**config.mk**
```make
export PLATFORM = sky130hd
export DESIGN_NAME = mnist_frame_reader
export DESIGN_NICKNAME = d
export VERILOG_FILES = /design/src/rtl/mnist_frame_reader.sv
export SDC_FILE = /design/constraint.sdc
export NUM_CORES = 1
export LEC_CHECK = 0
export ABC_AREA = 1
export BUFFER_PORTS_ARGS = -buffer_cell sky130_fd_sc_hd__buf_2
export CAP_MARGIN = 15
export CORE_AREA = 2 2 80 82
export CTS_BUF_LIST = sky130_fd_sc_hd__clkbuf_16
export CTS_CLUSTER_DIAMETER = 200
export DETAILED_ROUTE_END_ITERATION = 8
export DIE_AREA = 0 0 82 84
export PLACE_DENSITY = 0.71
export SETUP_SLACK_MARGIN = 0.1
export SLEW_MARGIN = 40
export SYNTH_ARGS = -nofsm -noshare
export SYNTH_HDL_FRONTEND = slang
export SYNTH_SLANG_ARGS = --single-unit
```
**constraint.sdc**
```tcl
create_clock -name clk -period 2.5 [get_ports clk]
set_input_delay 0.125 -clock clk [delete_from_list [all_inputs] [get_ports clk]]
set_output_delay 0.125 -clock clk [all_outputs]
set_load 0.02 [all_outputs]
```
**src/rtl/mnist_frame_reader.sv**
```systemverilog
// rtl/mnist_frame_reader.sv - raster-order read controller for the 28x28 MNIST frame RAM
//
// Reads every pixel of the frame RAM in raster order after a start pulse and
// presents the pixels as a valid/ready stream with row/col/last sideband.
//
// Ports:
//   clk, rst              system clock, synchronous active-high reset
//   start                 begin one frame read (sampled only while idle)
//   busy, done            frame in progress / one-cycle end-of-frame pulse
//   ram_addr, ram_dout    RAM read port (synchronous read, 1-cycle latency)
//   m_valid, m_ready      stream handshake
//   m_data, m_row, m_col  pixel value and its coordinates
//   m_last                marks the final pixel of the frame
module mnist_frame_reader #(
   parameter int DATA_WIDTH = 8,
   parameter int IMG_ROWS   = 28,
   parameter int IMG_COLS   = 28
) (
   input  logic                  clk,
   input  logic                  rst,
   input  logic                  start,
   output logic                  busy,
   output logic                  done,
   output logic [9:0]            ram_addr,
   input  logic [DATA_WIDTH-1:0] ram_dout,
   output logic                  m_valid,
   input  logic                  m_ready,
   output logic [DATA_WIDTH-1:0] m_data,
   output logic [4:0]            m_row,
   output logic [4:0]            m_col,
   output logic                  m_last
);

   localparam int IMG_SIZE = IMG_ROWS * IMG_COLS;
   localparam logic [9:0] SIZE_A   = 10'(IMG_SIZE);
   localparam logic [9:0] LAST_A   = 10'(IMG_SIZE - 1);
   localparam logic [4:0] LAST_COL = 5'(IMG_COLS - 1);

   typedef enum logic {IDLE, RUN} state_t;

   state_t                state;
   logic [9:0]            rd_ptr;
   logic [9:0]            out_cnt;
   logic                  inflight;
   logic [DATA_WIDTH-1:0] fifo_mem [2];
   logic                  wr_idx;
   logic                  rd_idx;
   logic [1:0]            fifo_count;
   logic                  pop;
   logic                  push;
   logic                  issue;
   logic [2:0]            credit;

   always_comb begin
      m_valid = (fifo_count != 2'd0);
      m_data  = fifo_mem[rd_idx];
      m_last  = (out_cnt == LAST_A);
      pop     = m_valid && m_ready;
      push    = inflight;
      // Slots already claimed (stored + in flight) after this cycle's pop;
      // a read may only issue if a FIFO entry is guaranteed for its data.
      credit  = {1'b0, fifo_count} + {2'b00, inflight} - {2'b00, pop};
      issue   = (state == RUN) && (rd_ptr < SIZE_A) && (credit < 3'd2);
   end

   always_ff @(posedge clk) begin
      if (rst) begin
         state       <= IDLE;
         busy        <= 1'b0;
         done        <= 1'b0;
         rd_ptr      <= '0;
         ram_addr    <= '0;
         inflight    <= 1'b0;
         out_cnt     <= '0;
         m_row       <= '0;
         m_col       <= '0;
         fifo_count  <= '0;
         wr_idx      <= 1'b0;
         rd_idx      <= 1'b0;
         fifo_mem[0] <= '0;
         fifo_mem[1] <= '0;
      end else begin
         done     <= 1'b0;
         inflight <= issue;

         if (push) begin
            fifo_mem[wr_idx] <= ram_dout;
            wr_idx           <= ~wr_idx;
         end
         if (pop)
            rd_idx <= ~rd_idx;
         fifo_count <= fifo_count + {1'b0, push} - {1'b0, pop};

         // ram_addr runs one ahead of the issued address but parks on the
         // final pixel once it has been read.
         if (issue) begin
            rd_ptr <= rd_ptr + 10'd1;
            if (rd_ptr != LAST_A)
               ram_addr <= rd_ptr + 10'd1;
         end

         if (pop) begin
            if (m_last) begin
               out_cnt <= '0;
               m_row   <= '0;
               m_col   <= '0;
            end else begin
               out_cnt <= out_cnt + 10'd1;
               if (m_col == LAST_COL) begin
                  m_col <= '0;
                  m_row <= m_row + 5'd1;
               end else begin
                  m_col <= m_col + 5'd1;
               end
            end
         end

         case (state)
            IDLE: begin
               if (start) begin
                  state    <= RUN;
                  busy     <= 1'b1;
                  rd_ptr   <= '0;
                  ram_addr <= '0;
                  out_cnt  <= '0;
                  m_row    <= '0;
                  m_col    <= '0;
               end
            end
            RUN: begin
               if (pop && m_last) begin
                  state <= IDLE;
                  busy  <= 1'b0;
                  done  <= 1'b1;
               end
            end
            default: state <= IDLE;
         endcase
      end
   end

endmodule
```
Word level (Yosys, flattened, before mapping)
Memories as Yosys holds them, arrays and structs flattened. A register that Yosys moved wholly into a read port is not among the register bits. Index checks and enable logic that the tools add are counted.

Logic and storage cells: 77. Output and inout bits: 32. Memories: 1. Flip-flop bits (word level): 48. Bits in writable memories: 16.

Memories: fifo_mem (depth 2, bits a word 8, read ports 1, clocked after memory_dff 1, wr ports 2, RTL line 45) `logic [DATA_WIDTH-1:0] fifo_mem [2];`.

Bitwise gates (word level): 3. $lt $le $gt $ge: 2. Reductions and logical operators: 8. Eq/ne operators: 5. Muxes and demuxes: 38. Add/subtract/negate cells: 8.

Operators by type and width (number): 2-to-1 mux 10 bit (11); 2-to-1 mux 5 bit (10); adder 10 x 1 -> 10 bit (second input constant) (2); 2-to-1 mux 1 bit (14); adder 5 x 1 -> 5 bit (second input constant) (2); == test 10 bit (second input constant) (1); less-than comparator 10 bit (second input constant) (1); != test 10 bit (second input constant) (1); 2-to-1 mux 8 bit (1); OR reduction 8 bit (1); == test 5 bit (second input constant) (1); logical AND 1 bit (4); case mux 1 bit (2 select lines) (2); adder 2 x 1 -> 3 bit (1); less-than comparator 3 x 2 -> 1 bit (second input constant) (1); NOT 1 bit (3); subtractor 3 x 1 -> 3 bit (1); adder 2 x 1 -> 2 bit (1); != test 2 x 1 -> 1 bit (second input constant) (1); != test 2 bit (second input constant) (1); AND reduction 2 bit (1); nonzero test 2 bit (1); OR reduction 2 bit (1); subtractor 2 x 1 -> 2 bit (1).

Depth between registers and ports, before layout
Depth after elaboration: 8. Mapped depth: 16.

Worst setup path after synthesis
OpenSTA, ideal clock, no wires.

Path type: register -> register. Start: register fifo_count[1]. End: register rd_ptr[3]. Arrival: 2578 ps. Library setup time: 113 ps. Slack: -192 ps. Buffers on the path: 2. Stages on the path, launching flop included: 15. Cells stage by stage: dfxtp_1 nor2_1 nor2_4 buf_2 ha_1 inv_1 ha_1 inv_1 fa_1 nand2_1 nor3b_4 nand2_2 buf_2 o21ai_1 nor2_1.

Longest elaborated chain between the ends: 8.

Ends and longest elaborated chain: start, declared (RTL line 48) `logic [1:0] fifo_count;`; start signal, assigned (RTL line 92) `fifo_count <= fifo_count + {1'b0, push} - {1'b0, pop};`; branches (longest 2 deep; another with adder 2 x 1 -> 3 bit); subtractor 3 x 1 -> 3 bit * (RTL line 62) `credit = {1'b0, fifo_count} + {2'b00, inflight} - {2'b00, pop};`; less-than comparator 3 x 2 -> 1 bit * (RTL line 63) `issue = (state == RUN) && (rd_ptr < SIZE_A) && (credit < 3'd2);`; logical AND 1 bit * (RTL line 63); 2-to-1 mux 10 bit * (RTL line 96) `if (issue) begin`; 2-to-1 mux 10 bit (RTL line 120) `if (start) begin`; 2-to-1 mux 10 bit * (RTL line 118) `case (state)`; end signal, assigned (RTL line 97) `rd_ptr <= rd_ptr + 10'd1;`; end, declared (RTL line 42) `logic [9:0] rd_ptr;`.

Every way passes the cells marked *. A chain may end at the register's enable or synchronous reset.

Worst setup path in the final report
Start: register fifo_count[1]. End: register rd_ptr[5].

The elaborated chain is that of the path after synthesis.

==> summary.txt <==
Power and ir drop
  • Leak Pwr: 1.642 nW
  • Worst VDD drop: ~0.59 mV
  • Pwr per Cell Area: 970.0 nW/µm²
  • Total chip power: roughly 3.6 mW

Cells and area
  • Antenna cell count: 0
  • Fraction of layout cells with a size suffix above 1: approximately a quarter
  • Area of the multi-input gates: between 1000 and 1500 µm²
  • Layout Nets: ~450
  • Post-Layout Cell Count: 510
  • # fillers: 538
  • Area Growth Syn to Fin: 26.10%
  • Register area: 1469 µm²

Worst setup path
  • CP Capture Type: flip-flop
  • Crit-path max FO: 6
  • Crit-path max cell delay: 520 ps
  • CP required: 2720 ps
  • RR Startpoint: fifo_count[1]$_SDFF_PP0_
  • Delay-heaviest family, CP: adder cells
  • Startpoint types: flip-flop
  • Crit-path cells: nor2_4, nor2_4, ha_4, inv_2, ha_4, inv_2, fa_1, nand2_2, nor3b_4, buf_6, nand2_8, inv_8, nand2_1, and2_1
  • Arrival @ worst endpoint: 2550 ps
  • Slowest CP cell: fa_1
  • R2r endpoint: rd_ptr[5]$_SDFF_PP0_
  • Setup CP Type: flip-flop to flip-flop
  • R2R cell count: 14
  • Buf+Inv Stages, Crit Path: 4
  • R2R Setup Slk: between 150 and 200 ps

Place
  • DP Wirelength: between 4000 and 5000 µm
  • Post-place setup slack: 8.790 ps
  • Global placement routability congestion: 0.8507
  • Placed cell count: just under 500
  • Port Buf Inserts: between 40 and 50

Drt
  • Routed WL per cell: between 10 and 15 µm
  • Via count: 2,526
  • WL final: 5995 µm
  • Drt initial violations: 121
  • DRC Markers: 0
  • DRT Pass-1 Iters: 4
  • Routed vias/inst: 4.953
  • DRT antenna net count: 0

Clocking
  • # clock sinks: 65
  • H-tree Lvls: 3
  • CTS Buffer Depth: 2
  • CTS root buffer: clkbuf_16
  • CTS Hold Bufs: 0
  • CTS tree: yes
  • Inserted Clock Buffers: 9
  • Register clock-pin slew on the reported worst setup and hold paths: 50 ps
  • Worst skew pair latency: 330 ps

Timing
  • RSZ-0062 raised after global routing: true
  • Clock skew: 5.100 ps
  • Final hold violation count: 0
  • Slew @ Worst Pin: 450.4 ps
  • Slew HR: 69.97%
  • Final setup TNS: 0 ps
  • # setup viols final: 0
  • Period utilisation layout: 93.02%
  • Max Freq: 430.0 MHz
  • Slew Limit Fails: 0
  • Worst hold margin: 41.36 ps
  • Post-layout minimum cycle time: 2326 ps
  • Setup WS post-layout: 174.4 ps

Yosys
  • Ys Warns: 0
  • Sequential element share of the synthesized area: roughly half
  • Cell count after synthesis: between 300 and 400
  • Post-synthesis cell area: ~3000 µm²
  • Cell variety after synth: 30
  • Post-synth net total: about 390
  • Avg Inst Size Synth: 8.029 µm²
  • #FFs+latches synth: 65

Job
  • Max cap viols: 0

Die
  • I/O pin total: 44
  • Die W: just over 80 µm
  • Initial Util: roughly half
  • Die Ht: 84 µm
  • Core Footprint: 6096 µm²
  • Die area: approximately 7000 µm²
  • Num rows: 29

Worst hold path
  • Depth of the worst hold-timing path: 3
  • HP Start: start
  • WHS Endpoint: state$_SDFF_PP0_
  • Tightest Hold Check Type: input port to flip-flop

Global route
  • Largest net degree at the start of global routing: 21
  • Overflow after GRT: 0
  • Initial antenna violation count: 0
  • Global-route wire length before repair: around 10,000 µm
  • Tot GR Track Use: 18.92%
  • Vias in the first global route: between 2k and 2.5k

Status
  • Status: completed
## power breakdown
group	internal, mW	switching [mW]	leakage (nW)
combinational	0.459	0.661	0.929
sequential	1.22	0.107	0.565
clock	0.752	0.426	0.148
total	2.43	1.19	1.64
## through the flow
stage          cell area, µm²  utilization (%)
2_1_floorplan            3015                -
3_3_place_gp             3299            54.13
3_5_place_dp             3299            54.13
4_1_cts                  3642            59.75
5_1_grt                  3736            61.29
6_report                 3736            61.29
## worst reg2reg max path: stages (launching register included)
cell and delay [ps]:
dfxtp_4 340, nor2_4 130, nor2_4 50, ha_4 200, inv_2 60, ha_4 110
inv_2 30, fa_1 520, nand2_2 80, nor3b_4 220, buf_6 150, nand2_8 70
inv_8 70, nand2_1 40, and2_1 130
## final cells by class
cell class,count,share of cell area [%]
clock buffer,9,6.028
clock inverter,7,1.507
inverter,47,5.057
multi-input combinational,252,37.44
sequential,65,39.32
tap,77,2.579
timing repair buffer,53,8.071
## how the worst max path moves through the flow
stage                     slack (ps)  cells after the start                endpoint                     start
after floorplan                   40                     14    rd_ptr[8]$_SDFF_PP0_  fifo_count[1]$_SDFF_PP0_
after global placement           100                     13    rd_ptr[5]$_SDFF_PP0_  fifo_count[0]$_SDFF_PP0_
after detailed placement           9                     13    rd_ptr[5]$_SDFF_PP0_  fifo_count[0]$_SDFF_PP0_
after CTS                        110                     14  ram_addr[4]$_SDFF_PP0_  fifo_count[0]$_SDFF_PP0_
after global routing              20                     13    rd_ptr[4]$_SDFF_PP0_  fifo_count[1]$_SDFF_PP0_
final                            170                     14    rd_ptr[5]$_SDFF_PP0_  fifo_count[1]$_SDFF_PP0_
## cell usage in the layout (no fill, tap or decap), types with 8 or more instances in the layout
cell type  count
a21oi_1       17
buf_2         43
clkbuf_16      9
dfxtp_1       47
edfxtp_1      16
inv_1         46
mux2_2         8
nand2_1       43
nand3_1       17
nand4_1        9
nor2_1        91
o21ai_0        8
## cells in the mapped netlist
cell type   n  area (µm²)
nand4_1     9       56.30
nand2_1    45       168.9
clkbuf_1    3       11.26
inv_1      44       165.2
and2_1      1       6.260
o21ai_0     8       40.04
xor2_1      4       35.03
nor3_1      7       35.03
nor2_1     94       352.8
fa_1        1       20.02
nor3b_1     4       30.03
ha_1        6       75.07
nand2_2     3       18.77
clkinv_1    1       3.750
inv_2       2       7.510
buf_6       1       11.26
a21oi_2     2       17.52
o21ai_1    12       60.06
a211oi_1    1       7.510
nor2_2      2       12.51
buf_2       3       15.01
mux2_2      8       90.09
dfxtp_1    49       980.9
edfxtp_1   16       480.5
nand3_1    17       85.08
o21ai_2     2       17.52
nor3b_4     1       18.77
xnor2_1     5       43.79
a21oi_1    17       85.08
nor2_4      1       11.26
## routing by layer
metal	share of wire, %	GRT usage (%)	up-vias
li1	-	-	1310
met1	43	21.70	1158
met2	52	31.86	46
met3	3.5	4.545	12
met4	2.1	9.848	0
met5	0	0	-
## state kept, by name (all words and copies together), names as in the netlist, 2 cells and up, named ones only
name / count
rd_ptr: 10
ram_addr: 10
m_col: 5
m_row: 5
fifo_mem: 16
fifo_count: 2
out_cnt: 10
## cell families after synthesis
logic type / Yosys count / synth area share (%)
AO/OA/AOI/OAI: 42 / 7.686
XOR/XNOR: 9 / 2.660
adder cells (fa/ha/maj): 7 / 3.209
buffers and inverters: 54 / 7.221
flip-flops: 65 / 49.32
multiplexers: 8 / 3.041
AND/OR/NAND/NOR: 184 / 26.86
## what timing repair did
item	4_1_cts	5_1_grt
pin swaps	2	9
resized for setup	2	20
gates cloned	1	1
buffers inserted	6	1
endpoints found under the setup margin	17	21
Power figures use the tool's default switching activity.
